--- config.mk ---
export PLATFORM = sky130hd
export DESIGN_NAME = alu_iter_seq_flat
export DESIGN_NICKNAME = d
export VERILOG_FILES = /design/src/rtl/alu_iter_seq_if.sv /design/src/rtl/alu_iter_seq.sv /design/src/flat_wrapper.sv
export SDC_FILE = /design/constraint.sdc
export NUM_CORES = 1
export LEC_CHECK = 0
export CELL_PAD_IN_SITES_DETAIL_PLACEMENT = 1
export CELL_PAD_IN_SITES_GLOBAL_PLACEMENT = 1
export CORE_MARGIN = 3
export CORE_UTILIZATION = 32
export CTS_CLUSTER_DIAMETER = 200
export DETAILED_ROUTE_END_ITERATION = 16
export PLACE_DENSITY_LB_ADDON = 0.3
export SLEW_MARGIN = 20
export SYNTH_ARGS = -nofsm -noshare
export SYNTH_HDL_FRONTEND = slang
export SYNTH_SLANG_ARGS = --single-unit
--- constraint.sdc ---
create_clock -name clk -period 9.4 [get_ports clk]
set_input_delay 0.94 -clock clk [delete_from_list [all_inputs] [get_ports clk]]
set_output_delay 0.94 -clock clk [all_outputs]
set_load 0.01 [all_outputs]
--- src/rtl/alu_iter_seq_if.sv ---
// Bundles the command/result handshake and the shared-ALU borrow port of alu_iter_seq.
// master = requester/pipeline side, slave = the sequencer itself.
interface alu_iter_seq_if #(
  parameter int WIDTH = 32
);
  logic             start;
  logic             cmd;
  logic [WIDTH-1:0] opa;
  logic [WIDTH-1:0] opb;
  logic             busy;
  logic             done;
  logic [WIDTH-1:0] result;
  logic [WIDTH-1:0] remainder;
  logic             div_zero;
  logic             alu_req;
  logic             alu_gnt;
  logic [WIDTH-1:0] alu_in_0;
  logic [WIDTH-1:0] alu_in_1;
  logic [3:0]       alu_op;
  logic [WIDTH-1:0] alu_out;

  modport master (
    output start, cmd, opa, opb, alu_gnt, alu_out,
    input  busy, done, result, remainder, div_zero, alu_req, alu_in_0, alu_in_1, alu_op
  );

  modport slave (
    input  start, cmd, opa, opb, alu_gnt, alu_out,
    output busy, done, result, remainder, div_zero, alu_req, alu_in_0, alu_in_1, alu_op
  );
endinterface

--- src/rtl/alu_iter_seq.sv ---
// Iterative unsigned multiply (low word) / restoring divide that borrows the shared
// ALU for one add or subtract per granted cycle.
module alu_iter_seq #(
  parameter int WIDTH = 32,
  parameter int CNT_W = 6
) (
  input  logic          clk,
  input  logic          reset,
  alu_iter_seq_if.slave bus
);

  localparam logic [1:0] ST_IDLE = 2'd0;
  localparam logic [1:0] ST_RUN  = 2'd1;
  localparam logic [1:0] ST_DONE = 2'd2;

  localparam logic [3:0] ALU_OP_NOP  = 4'h0;
  localparam logic [3:0] ALU_OP_ADDU = 4'h1;
  localparam logic [3:0] ALU_OP_SUBU = 4'h2;

  logic [1:0]       state_reg;
  logic             cmd_reg;
  logic [CNT_W-1:0] cnt_reg;
  logic [WIDTH-1:0] acc_reg, mc_reg, mp_reg;
  logic [WIDTH-1:0] q_reg, rem_reg, d_reg;
  logic [WIDTH-1:0] result_reg, remainder_reg;
  logic             div_zero_reg;

  logic [WIDTH:0]   div_t;
  logic             div_ge;
  logic [WIDTH-1:0] acc_next, mc_next, mp_next, rem_next, q_next;
  logic             last_iter;

  // div_t carries rem's MSB as an extra bit so the trial compare never wraps.
  always_comb begin
    div_t     = {rem_reg, q_reg[WIDTH-1]};
    div_ge    = (div_t >= {1'b0, d_reg});
    acc_next  = mp_reg[0] ? bus.alu_out : acc_reg;
    mc_next   = mc_reg << 1;
    mp_next   = mp_reg >> 1;
    rem_next  = div_ge ? bus.alu_out : div_t[WIDTH-1:0];
    q_next    = {q_reg[WIDTH-2:0], div_ge};
    last_iter = (cnt_reg == CNT_W'(WIDTH - 1));
  end

  always_comb begin
    bus.alu_in_0 = '0;
    bus.alu_in_1 = '0;
    bus.alu_op   = ALU_OP_NOP;
    if (state_reg == ST_RUN) begin
      if (cmd_reg) begin
        bus.alu_in_0 = div_t[WIDTH-1:0];
        bus.alu_in_1 = d_reg;
        bus.alu_op   = ALU_OP_SUBU;
      end else begin
        bus.alu_in_0 = acc_reg;
        bus.alu_in_1 = mc_reg;
        bus.alu_op   = ALU_OP_ADDU;
      end
    end
  end

  assign bus.busy      = (state_reg != ST_IDLE);
  assign bus.done      = (state_reg == ST_DONE);
  assign bus.alu_req   = (state_reg == ST_RUN);
  assign bus.result    = result_reg;
  assign bus.remainder = remainder_reg;
  assign bus.div_zero  = div_zero_reg;

  always_ff @(posedge clk or posedge reset) begin
    if (reset) begin
      state_reg     <= ST_IDLE;
      cmd_reg       <= 1'b0;
      cnt_reg       <= '0;
      acc_reg       <= '0;
      mc_reg        <= '0;
      mp_reg        <= '0;
      q_reg         <= '0;
      rem_reg       <= '0;
      d_reg         <= '0;
      result_reg    <= '0;
      remainder_reg <= '0;
      div_zero_reg  <= 1'b0;
    end else begin
      case (state_reg)
        ST_IDLE: begin
          if (bus.start) begin
            cmd_reg      <= bus.cmd;
            cnt_reg      <= '0;
            div_zero_reg <= 1'b0;
            acc_reg      <= '0;
            mc_reg       <= bus.opa;
            mp_reg       <= bus.opb;
            q_reg        <= bus.opa;
            rem_reg      <= '0;
            d_reg        <= bus.opb;
            if (bus.cmd && (bus.opb == '0)) begin
              result_reg    <= '1;
              remainder_reg <= bus.opa;
              div_zero_reg  <= 1'b1;
              state_reg     <= ST_DONE;
            end else begin
              state_reg <= ST_RUN;
            end
          end
        end
        ST_RUN: begin
          // Ungranted cycles hold everything; the pipeline owns the ALU then.
          if (bus.alu_gnt) begin
            cnt_reg <= cnt_reg + CNT_W'(1);
            if (cmd_reg) begin
              rem_reg <= rem_next;
              q_reg   <= q_next;
            end else begin
              acc_reg <= acc_next;
              mc_reg  <= mc_next;
              mp_reg  <= mp_next;
            end
            if (last_iter) begin
              result_reg    <= cmd_reg ? q_next : acc_next;
              remainder_reg <= cmd_reg ? rem_next : '0;
              state_reg     <= ST_DONE;
            end
          end
        end
        ST_DONE: state_reg <= ST_IDLE;
        default: state_reg <= ST_IDLE;
      endcase
    end
  end

endmodule

--- src/flat_wrapper.sv ---
// flat-port wrapper written by rule: the top's interface ports become plain ports
module alu_iter_seq_flat 
#(
  parameter int WIDTH = 32,
  parameter int CNT_W = 6
)
  (clk, reset, bus_start, bus_cmd, bus_opa, bus_opb, bus_alu_gnt, bus_alu_out, bus_busy, bus_done, bus_result, bus_remainder, bus_div_zero, bus_alu_req, bus_alu_in_0, bus_alu_in_1, bus_alu_op);
  alu_iter_seq_if #(.WIDTH(WIDTH)) bus_i ();
  input  logic clk;
  input  logic reset;
  input wire logic [$bits(bus_i.start)-1:0] bus_start;
  input wire logic [$bits(bus_i.cmd)-1:0] bus_cmd;
  input wire logic [$bits(bus_i.opa)-1:0] bus_opa;
  input wire logic [$bits(bus_i.opb)-1:0] bus_opb;
  input wire logic [$bits(bus_i.alu_gnt)-1:0] bus_alu_gnt;
  input wire logic [$bits(bus_i.alu_out)-1:0] bus_alu_out;
  output wire logic [$bits(bus_i.busy)-1:0] bus_busy;
  output wire logic [$bits(bus_i.done)-1:0] bus_done;
  output wire logic [$bits(bus_i.result)-1:0] bus_result;
  output wire logic [$bits(bus_i.remainder)-1:0] bus_remainder;
  output wire logic [$bits(bus_i.div_zero)-1:0] bus_div_zero;
  output wire logic [$bits(bus_i.alu_req)-1:0] bus_alu_req;
  output wire logic [$bits(bus_i.alu_in_0)-1:0] bus_alu_in_0;
  output wire logic [$bits(bus_i.alu_in_1)-1:0] bus_alu_in_1;
  output wire logic [$bits(bus_i.alu_op)-1:0] bus_alu_op;
  assign bus_i.start = bus_start;
  assign bus_i.cmd = bus_cmd;
  assign bus_i.opa = bus_opa;
  assign bus_i.opb = bus_opb;
  assign bus_i.alu_gnt = bus_alu_gnt;
  assign bus_i.alu_out = bus_alu_out;
  assign bus_busy = bus_i.busy;
  assign bus_done = bus_i.done;
  assign bus_result = bus_i.result;
  assign bus_remainder = bus_i.remainder;
  assign bus_div_zero = bus_i.div_zero;
  assign bus_alu_req = bus_i.alu_req;
  assign bus_alu_in_0 = bus_i.alu_in_0;
  assign bus_alu_in_1 = bus_i.alu_in_1;
  assign bus_alu_op = bus_i.alu_op;
  alu_iter_seq #(.WIDTH(WIDTH), .CNT_W(CNT_W)) u_core (.clk(clk), .reset(reset), .bus(bus_i));
endmodule
Word-level counts from Yosys, hierarchy flattened
Index checks and enable logic that the tools add are counted.
{"block": "word_totals", "word_cells": 81, "out_inout_bits": 136, "ff_bits": 266}
{"block": "op_classes", "eq_ne": 9, "muxes": 47, "magnitude_cmp": 1, "reduce_logical": 11, "n_addsub": 1}
{"operator": "two-way mux 32 bit", "n": 29}
{"operator": "case mux 32 bit (2 select lines)", "n": 7}
{"operator": ">= comparator 33 x 32 -> 1 bit", "n": 1}
{"operator": "zero test 32 bit", "n": 1}
{"operator": "two-way mux 6 bit", "n": 2}
{"operator": "case mux 6 bit (2 select lines)", "n": 1}
{"operator": "two-way mux 2 bit", "n": 5}
{"operator": "AND reduction 4 bit", "n": 2}
{"operator": "adder 6 x 1 -> 6 bit (second input constant)", "n": 1}
{"operator": "equality test 6 x 5 -> 1 bit (second input constant)", "n": 1}
{"operator": "inequality test 2 x 1 -> 1 bit (second input constant)", "n": 3}
{"operator": "inequality test 2 bit (second input constant)", "n": 3}
{"operator": "AND reduction 3 bit", "n": 2}
{"operator": "AND reduction 5 bit", "n": 1}
{"operator": "two-way mux 4 bit", "n": 1}
{"operator": "case mux 2 bit (2 select lines)", "n": 1}
{"operator": "nonzero test 2 bit", "n": 2}
{"operator": "equality test 2 x 1 -> 1 bit (second input constant)", "n": 1}
{"operator": "equality test 2 bit (second input constant)", "n": 1}
{"operator": "zero test 2 bit", "n": 1}
{"operator": "AND reduction 2 bit", "n": 1}
{"operator": "logical AND 1 bit", "n": 1}
{"operator": "two-way mux 1 bit", "n": 1}

Depth between registers and ports, before layout
Gate-level depths: netlist (run 1).
{"block": "depth", "ltp_word": 6, "mapped_depth": 10}

Least setup slack after synthesis (run 1)
No wires, ideal clock.
{"block": "synth_path", "path_type": "register to output", "start": "register u_core.cmd_reg", "end": "output bus_alu_in_1[10]", "t_required_ns": 8.460, "arrival_time_ns": 1.773, "path_stages_with_launch": 6, "setup_slack_ns": 6.687, "path_buffers": 3, "path_cell_list": "dfrtp_1 -> clkbuf_1 -> clkbuf_1 -> buf_1 -> mux2i_1 -> nor2_1"}
{"block": "synth_via", "elab_chain_len": 2}
{"element": "start: declaration", "line_no": "alu_iter_seq.sv:21", "rtl": "logic cmd_reg;"}
{"element": "start signal: assignment", "line_no": "alu_iter_seq.sv:87", "rtl": "cmd_reg <= bus.cmd;"}
{"element": "two-way mux 32 bit", "line_no": "alu_iter_seq.sv:50", "rtl": "if (cmd_reg) begin"}
{"element": "two-way mux 32 bit", "line_no": "alu_iter_seq.sv:49", "rtl": "if (state_reg == ST_RUN) begin"}
{"element": "end: declaration", "line_no": "flat_wrapper.sv:24", "rtl": "output wire logic [$bits(bus_i.alu_in_1)-1:0] bus_alu_in_1;"}
No other way between the ends.

Final worst setup path (run 1)
{"block": "layout_path", "start": "register u_core.state_reg[0]", "end": "output bus_alu_op[1]"}
{"block": "layout_via", "elab_chain_len": 2}
{"element": "start: declaration", "line_no": "alu_iter_seq.sv:20", "rtl": "logic [1:0] state_reg;"}
{"element": "start signal: assignment", "line_no": "alu_iter_seq.sv:71", "rtl": "state_reg <= ST_IDLE;"}
{"element": "start signal: assignment", "line_no": "alu_iter_seq.sv:100", "rtl": "state_reg <= ST_DONE;"}
{"element": "start signal: assignment", "line_no": "alu_iter_seq.sv:102", "rtl": "state_reg <= ST_RUN;"}
{"element": "equality test 2 x 1 -> 1 bit", "line_no": "alu_iter_seq.sv:49"}
{"element": "two-way mux 4 bit", "line_no": "alu_iter_seq.sv:49"}
{"element": "end: declaration", "line_no": "flat_wrapper.sv:25", "rtl": "output wire logic [$bits(bus_i.alu_op)-1:0] bus_alu_op;"}
No other way between the ends.

==> impl_results.md, run 1 <==
* Result of the run: finished, final reports clean
* Worst setup path class: reg -> out
* Top layer used by detailed routing: met5
* R2R setup slack at 4860 ps
* Total of warnings raised by yosys at 0
* Reg-to-Reg End: u_core.mc_reg[15]
* Number of vias in the routed layout at 11.03k
* Buffers inserted by post-CTS timing repair at 0
* Path category of the worst min-delay check: reg -> reg
* Die outline area at 44,600 µm²
* Top cells by count, synth: 266 x dfrtp_1, 191 x mux2i_1, 173 x nand2_1
* Total of hold buffers inserted after clock tree synthesis at 0
* FILL cells at 4,584
* Total routed wire length on the met1 layer at 22,450 µm
* Synth Area per Inst at 9.885 µm²
* Count of flip-flops with a built-in enable after synthesis at 0
* Number of gates resized after CTS at 0
* Final number of max-transition violations at 0
* Die Width at 211.2 µm
* Post-route fraction of the period consumed by the critical path at 0.5222
* Synth top area share at 0.4941
* Clock tree from TritonCTS: yes
* Clock sink count at 266
* Sequential share of the synthesized area at 0.4941
* Clock period minus final worst setup slack at 4908 ps
* HPWL after DPL at 31,750 µm
* Final Util at 0.4222
* Static leakage at 7.863 nW
* Gr ovfl total at 0
* Top-count cell post-synth: dfrtp_1
* Relative slew margins at 0.2738
* Largest area contributor in the netlist: dfrtp_1
* H-tree lvl count at 2
* Async SR Flop Fraction at 1.000
* Cell area power density at 310.4 nW/µm²
* Clock transition at path regs at 60 ps
* Worst-case reg-to-reg path depth at 7
* GRT Overall Usage at 0.2085
* Min-Delay Path Depth at 2
* Remaining DRCs at 0
* Worst endpoint data arrival time at 3970 ps
* Largest fanout on the critical path at 72
* Chip Height at 211.2 µm
* Total Nets Final at 1,682
* Amount of wire on met2 after detailed routing at 22,300 µm
* Clock latency on the worst-skew pair at 500 ps
* Number of routed nets with antenna violations at 0
* Slowest stage cell, crit path: inv_4
* Post-synthesis instance area at 13,470 µm²
* Number of iterations in the first detailed-routing pass at 5
* Top-Level Pins at 237
* Buffers on Ports at 234
* Setup skew after layout at 8.195 ps
* Row count at 74
* Initial antenna violation count at 2
* Max clock buf depth at 3
* Post-synthesis cell type count at 48
* VDD IR max at 0.1274 mV
* Total length of routed wires at 47,200 µm
* Unrepaired setup endpoints after global routing: no
* Overall power consumption at 5.399 mW
* Critical Path Sink Type: primary output
* # setup viols final at 0
* Starting utilization of the core area at 0.3270
* 1st-iter DRT viols at 606
* TNS Setup at 0 ps
* Largest net degree at the start of global routing at 124
* Count of mapped cells out of synthesis at 1,363
* Max-cap violations at 0
* Reg-to-Reg Start: u_core.state_reg[0]
* Wire length on met3 at 1752 µm
* Number of buffers inserted during clock tree synthesis at 34
* Clock root cell: clkbuf_16
* Vias in the first global route at 11.91k
* Layout area overhead at 29.11%
* Core ar. at 41,200 µm²
* Count of state elements after synthesis at 266
* CP cell instances: nand2b_4 > inv_4 > buf_4 > and2_1 > clkdlybuf4s50_1
* Worst Hold End: u_core.mp_reg[7]
* Average routed wire per standard cell at 22.40 µm
* Layout cells sized above 1 at 0.08069
* Actual slew at the worst max-slew pin at 1089 ps
* CP peak stage delay at 770 ps
* Hold Startpoint: u_core.mp_reg[7]
* Startpoint types: flip-flop
* Global-route wire length before repair at 72,250 µm
* Final weighted congestion in routability-driven placement at 0.7717
* Fin. Hold Viols at 0
* Maximum clock frequency at 0.2037 GHz
* CP Data Required Time at 8460 ps
* Via density per instance at 5.234
* Synth area leaders: dfrtp_1 49%, mux2i_1 14%, o21ai_0 5.2%
* Primary FF master, synth: dfrtp_1
==> routing by layer <==
metal | up-vias | track usage
met3 | 48 | 0.02688
li1 | 5137 | -
met5 | - | 0
met4 | 2 | 0.04388
met1 | 5602 | 0.2969
met2 | 240 | 0.3428
==> cell type report <==
| class | count | area (µm²) | area share |
|---|---|---|---|
| flip-flops and latches | 266 | 6661 | 0.3829 |
| multi-input cells | 961 | 6279 | 0.3609 |
| repair buffers | 248 | 2447 | 0.1407 |
| clock buffers | 54 | 1120 | 0.06437 |
| well taps | 532 | 665.6 | 0.03827 |
| inverters | 37 | 151.4 | 0.008703 |
| clock inverters | 8 | 68.82 | 0.003956 |
| diodes | 1 | 2.502 | 0.0001439 |
==> where the power goes <==
group          internal [mW]  switching, mW  leakage [nW]
Combinational          0.983           1.21          3.75
Clock                  0.845          0.523         0.596
Sequential              1.50          0.345          3.52
Total                   3.32           2.07          7.86
==> metrics by stage <==
| stage | area (µm²) | hold WS (ps) | setup WS, ps | instances |
|---|---|---|---|---|
| floorplan | 13480 | 449.2 | 1135 | 1364 |
| global placement | 16200 | 462.0 | 4602 | 2044 |
| detailed placement | 16200 | 475.2 | 4469 | 2044 |
| CTS | 17390 | 488.5 | 4478 | 2106 |
| global route | 17400 | 510.6 | 4291 | 2107 |
| finish | 17400 | 483.6 | 4492 | 2107 |
==> critical path: cells and delay by family (launching register included) <==
kind,cells,cell delay [ps]
buffers and inverters,3,2100
AND/OR/NAND/NOR,2,760
flip-flops,1,480
==> logic make-up after synthesis <==
| logic type | share of synthesized area |
|---|---|
| compound gates | 0.1513 |
| xor+xnor | 0.0006502 |
| fa+ha+maj | 0.03065 |
| buf+inv | 0.04281 |
| flops | 0.4941 |
| mux | 0.1712 |
| other cells | 0.0002783 |
| simple gates | 0.1091 |
==> layout by cell type, fill, tap and decap left out, drive strengths merged, types with 34 or more instances in the layout <==
master | Yosys | layout
nand2 | 173 | 173
mux2 | 35 | 35
mux2i | 191 | 191
and2 | 34 | 34
nor2 | 104 | 104
o21ai | 197 | 197
clkdlybuf4s50 | 0 | 234
inv | 37 | 38
clkbuf | 69 | 54
dfrtp | 266 | 266
a21oi | 71 | 71
==> worst max path at each step <==
stage	startpoint	endpoint	slack (ps)
finish	u_core.state_reg[0]	bus_alu_op[1]	4490
CTS	u_core.state_reg[0]	bus_alu_op[1]	4480
global placement	bus_opb[7]	u_core.bus.remainder[0]	4600
floorplan	reset	u_core.acc_reg[0]	1130
global route	u_core.state_reg[0]	bus_alu_op[1]	4290
detailed placement	bus_opb[7]	u_core.bus.remainder[0]	4470
Power figures use the tool's default switching activity.
==> run 2, diff against run 1 <==
==> constraint.sdc (replaced) <==
create_clock -name clk -period 4.2 [get_ports clk]
set_input_delay 0.42 -clock clk [delete_from_list [all_inputs] [get_ports clk]]
set_output_delay 0.42 -clock clk [all_outputs]
set_load 0.01 [all_outputs]
==> impl_results.md, run 2 (synthesized netlist as in run 1, its figures left out) <==
* Number of iterations in the first detailed-routing pass at 4 (-1)
* Number of buffers inserted during clock tree synthesis at 31 (-8.8%)
* Clock transition at path regs at 60 ps (about the same)
* Largest net degree at the start of global routing at 132 (+6.5%)
* Clock root cell: clkbuf_16
* 1st-iter DRT viols at 537 (-11%)
* Most frequent standard cell in the layout excluding fill and tap cells: dfrtp_1
* Unrepaired setup endpoints after global routing: no
* Die Width at 211.2 µm (unchanged)
* Initial antenna violation count at 1 (-1)
* Die outline area at 44,600 µm² (unchanged)
* TNS Setup at 0 ps (unchanged)
* Core ar. at 41,200 µm² (unchanged)
* Worst setup path class: reg -> out
* Max clock buf depth at 3 (unchanged)
* Largest fanout on the critical path at 31 (-57%)
* Result of the run: finished, final reports clean
* Fin. Hold Viols at 0 (unchanged)
* Buffers on Ports at 234 (unchanged)
* Relative slew margins at 0.2935 (+0.01972)
* Via density per instance at 5.240 (+0.11%)
* Commonest non-fill, non-tap cells in the layout: 264 x dfrtp_1, 234 x clkdlybuf4s50_1, 191 x mux2i_1
* Total of hold buffers inserted after clock tree synthesis at 0 (unchanged)
* Critical Path Sink Type: primary output
* Gr ovfl total at 0 (unchanged)
* Clock latency on the worst-skew pair at 560 ps (+60 ps)
* Number of gates resized after CTS at 0 (unchanged)
* # setup viols final at 0 (unchanged)
* Starting utilization of the core area at 0.3270 (unchanged)
* Global-route wire length before repair at 71,570 µm (-0.95%)
* VDD IR max at 0.3322 mV (+160%)
* Startpoint types: flip-flop
* Total Nets Final at 1,687 (+0.30%)
* Top-Level Pins at 237 (unchanged)
* Total length of routed wires at 45,920 µm (-2.7%)
* HPWL after DPL at 31,420 µm (-1.0%)
* GRT Overall Usage at 0.2035 (-0.004976)
* Average routed wire per standard cell at 21.78 µm (-2.8%)
* Setup skew after layout at 9.448 ps (+1.253 ps)
* Path category of the worst min-delay check: in -> async
* Max-cap violations at 0 (unchanged)
* Total non-filler cell area in the finished layout at 17,420 µm² (+0.15%)
* Static leakage at 7.859 nW (about the same)
* Number of routed nets with antenna violations at 0 (unchanged)
* Clock sink count at 266 (unchanged)
* Final weighted congestion in routability-driven placement at 0.7853 (+1.8%)
* Post-route fraction of the period consumed by the critical path at 0.7901
* Final number of max-transition violations at 0 (unchanged)
* Worst endpoint data arrival time at 2900 ps (-1070 ps)
* Maximum clock frequency at 0.3014 GHz
* Remaining DRCs at 0 (unchanged)
* Post-DP Area at 16,330 µm² (+0.76%)
* Cell area power density at 678.2 nW/µm² (+120%)
* Actual slew at the worst max-slew pin at 1060 ps (-29.58 ps)
* R2R setup slack at 1090 ps (-3770 ps)
* Row count at 74 (unchanged)
* Chip Height at 211.2 µm (unchanged)
* CP Data Required Time at 3780 ps (-4680 ps)
* Clock period minus final worst setup slack at 3318 ps
* Layout cells sized above 1 at 0.08063 (about the same)
* Layout area overhead at 29.31%
* Vias in the first global route at 11.97k (+0.51%)
* Buffers inserted by post-CTS timing repair at 0 (unchanged)
* H-tree lvl count at 1 (-1)
* Number of vias in the routed layout at 11.05k (+0.15%)
* Clock tree from TritonCTS: yes
* FILL cells at 4,565 (-0.41%)
run 2: layout make-up:
| type | instances | area, µm² | share of cell area |
|---|---|---|---|
| clock inverter | 8 | 117.6 | 0.006751 |
| sequential | 266 | 6661 | 0.3824 |
| clock buffer | 47 | 945.9 | 0.05429 |
| tap | 532 | 665.6 | 0.03821 |
| inverter | 37 | 147.6 | 0.008475 |
| multi-input combinational | 961 | 6279 | 0.3604 |
| timing repair buffer | 256 | 2603 | 0.1494 |
| antenna | 1 | 2.502 | 0.0001436 |
run 2: report_power, final:
part | internal [mW] | switching (mW)
Combinational | 2.23 | 2.68
Sequential | 3.35 | 0.730
Clock | 1.72 | 1.11
run 2: worst paths after layout:
check,startpoint,endpoint,depth (start not counted)
max,u_core.state_reg[0],bus_alu_req,4
min,reset,u_core.d_reg[31],2
max reg2reg,u_core.rem_reg[1],u_core.rem_reg[30],9
min reg2reg,u_core.mp_reg[8],u_core.mp_reg[8],2
max in group asynchronous,reset,u_core.bus.remainder[14],3
min in group clk,u_core.mp_reg[8],u_core.mp_reg[8],2
run 2: worst max-delay path, cell delays in order (launching register included):
cell	delay (ps)
dfrtp_1	500
nand2b_4	270
inv_4	450
buf_4	460
clkdlybuf4s50_1	630
run 2: per-layer routing:
layer  vias up  wire (µm)  GRT usage  share of wire
met4         0        617    0.03695          0.013
met3        43       1902    0.02763          0.041
met1      5622      21890     0.2911           0.48
met2       242      21510     0.3349           0.47
met5         -          0          0              0
li1       5139          -          -              -
run 2: per-stage QoR:
stage	cells	util	setup WS [ps]	total power, mW	hold slack [ps]
floorplan	1364	-	268.5	6.850	449.2
global placement	2051	0.3963	672.4	8.897	461.2
detailed placement	2051	0.3963	602.1	9.055	471.5
CTS	2106	0.4221	833.5	11.95	195.8
global route	2108	0.4228	699.6	12.64	221.5
finish	2108	0.4228	881.7	11.82	224.7
==> run 3, diff against run 2 <==
==> constraint.sdc (replaced) <==
create_clock -name clk -period 2.7 [get_ports clk]
set_input_delay 0.27 -clock clk [delete_from_list [all_inputs] [get_ports clk]]
set_output_delay 0.27 -clock clk [all_outputs]
set_load 0.01 [all_outputs]
==> impl_results.md, run 3 (synthesized netlist as in run 1, its figures left out) <==
* Clock period minus final worst setup slack at 2781 ps
* Final number of max-transition violations at 0 (unchanged)
* Total of hold buffers inserted after clock tree synthesis at 0 (unchanged)
* R2R setup slack at -80 ps (-1170 ps)
* Reg-to-Reg Start: u_core.d_reg[19]
* Chip Height at 211.2 µm (unchanged)
* Clock sink count at 266 (unchanged)
* Clock tree from TritonCTS: yes
* Layout area overhead at 39.53%
* Max clock buf depth at 3 (unchanged)
* Final Util at 0.4563 (+0.03343)
* Worst endpoint data arrival time at 3200 ps (+300 ps)
* Maximum clock frequency at 0.3596 GHz
* Actual slew at the worst max-slew pin at 947.6 ps (-112.1 ps)
* Post-route fraction of the period consumed by the critical path at 1.030
* Average routed wire per standard cell at 22.25 µm (+2.1%)
* Final cell count without fillers at 2,207 (+4.7%)
* Row count at 74 (unchanged)
* Switch Pwr at 7.374 mW (+63%)
* Cell area power density at 1017 nW/µm² (+50%)
* Overall power consumption at 19.12 mW (+62%)
* Clock transition at path regs at 60 ps (about the same)
* HPWL after DPL at 33,170 µm (+5.6%)
* Failing checks: negative setup slack
* Number of routed nets with antenna violations at 0 (unchanged)
* Clock root cell: clkbuf_16
* Global-route wire length before repair at 74,950 µm (+4.7%)
* Top-Level Pins at 237 (unchanged)
* Commonest non-fill, non-tap cells in the layout: 262 x dfrtp_1, 233 x clkdlybuf4s50_1, 173 x nand2_1
* Setup slack after layout at -81.21 ps (-962.9 ps)
* Result of the run: finished, violations left
* H-tree lvl count at 1 (unchanged)
* 1st-iter DRT viols at 614 (+14%)
* Clock latency on the worst-skew pair at 570 ps (about the same)
* Relative slew margins at 0.3683 (+0.07474)
* Most frequent standard cell in the layout excluding fill and tap cells: dfrtp_1
* Setup skew after layout at 23.31 ps (+13.86 ps)
* Cell total after placement at 2,127 (+3.7%)
* Worst setup path class: reg -> reg
* Vias in the first global route at 12.57k (+5.0%)
* Total Nets Final at 1,784 (+5.7%)
* Path category of the worst min-delay check: in -> async
* # setup viols final at 51 (+51)
* Core ar. at 41,200 µm² (unchanged)
* Via density per instance at 5.213 (-0.52%)
* Unrepaired setup endpoints after global routing: yes
* Remaining DRCs at 0 (unchanged)
* VDD IR max at 0.5571 mV (+68%)
* Final weighted congestion in routability-driven placement at 0.8255 (+5.1%)
* Fin. Hold Viols at 0 (unchanged)
* Starting utilization of the core area at 0.3270 (unchanged)
* Gr ovfl total at 0 (unchanged)
* Number of buffers inserted during clock tree synthesis at 31 (unchanged)
* Power Internal at 11.74 mW (+61%)
* Gate power share at 0.452 (+0.036)
* Critical path origin: u_core.d_reg[19]
* Critical Path Sink Type: flip-flop
* Clk pwr share at 0.226 (-0.013)
* Number of vias in the routed layout at 11.51k (+4.2%)
* TNS Setup at -2231 ps (-2231 ps)
* Largest fanout on the critical path at 5 (-84%)
* Largest net degree at the start of global routing at 74 (-44%)
* GRT Overall Usage at 0.2144 (+0.01086)
* Buffers on Ports at 234 (unchanged)
* CP Data Required Time at 3120 ps (-660 ps)
* Switching portion of total power at 0.3858 (+0.003499)
* Number of iterations in the first detailed-routing pass at 5 (+1)
* Max-cap violations at 0 (unchanged)
* Static leakage at 8.302 nW (+5.6%)
* Die Width at 211.2 µm (unchanged)
* Die outline area at 44,600 µm² (unchanged)
* Fraction of power consumed by sequential logic at 0.322 (-0.023)
* Layout cells sized above 1 at 0.1691 (+0.08842)
* Startpoint types: flip-flop
* Initial antenna violation count at 2 (+1)
* Total length of routed wires at 49,100 µm (+6.9%)
## run 3: path summary, 6_finish.rpt
path,depth (start not counted),endpoint
setup / recovery,11,u_core.bus.remainder[0]
hold / removal,2,u_core.mp_reg[31]
setup reg to reg,11,u_core.bus.remainder[0]
hold reg to reg,2,u_core.mp_reg[10]
max in group asynchronous,3,u_core.rem_reg[16]
min in group clk,3,u_core.d_reg[31]
## run 3: per-stage QoR
| stage | setup WS (ps) | hold slack (ps) | cell area (µm²) |
|---|---|---|---|
| after detailed placement | -529.6 | 470.0 | 17000 |
| after global placement | -344.3 | 461.2 | 17000 |
| final | -81.21 | 98.99 | 18800 |
| after global routing | -238.5 | 105.6 | 18800 |
| after floorplan | -1081 | 386.8 | 13480 |
| after CTS | -157.3 | 79.63 | 18380 |
## run 3: area by class of cell
type / count / area, µm²
clock inverters: 8 / 97.59
multi-input cells: 962 / 6777
inverters: 37 / 147.6
flip-flops and latches: 266 / 6664
clock buffers: 49 / 943.4
repair buffers: 352 / 3502
diodes: 1 / 2.502
well taps: 532 / 665.6
fillers: 4489 / 22400
## run 3: what timing repair did
item / 4_1_cts / 5_1_grt
endpoints found under the setup margin: 125 / 78
pin swaps: 20 / 21
endpoints found under the hold margin: 0 / 0
resized for setup: 36 / 63
setup buffers: 17 / 3
gates cloned: 2 / 2
## run 3: critical path, cell delays in order, from the launching register on
cell      delay [ps]
dfrtp_1          390
inv_2             50
ha_1             260
and2_4           160
a221o_1          330
a221oi_4         340
nand3_2          130
o211ai_4         240
buf_12           180
buf_12           160
mux2i_4          260
o221ai_2         110
## run 3: power groups by stage
stage / Clock, mW / Sequential [mW] / Combinational [mW]
2_1_floorplan: 0 / 5.94 / 4.72
3_3_place_gp: 0 / 6.17 / 8.00
3_5_place_dp: 0 / 6.22 / 8.24
4_1_cts: 4.39 / 6.12 / 8.62
5_1_grt: 4.59 / 6.30 / 9.47
6_report: 4.32 / 6.15 / 8.65
## run 3: layer usage
layer,vias up,GRT usage,share of wire
met1,5823,0.3031,0.47
met4,2,0.04965,0.020
li1,5349,-,-
met3,67,0.03416,0.045
met2,264,0.3479,0.47
met5,-,0,0.00026
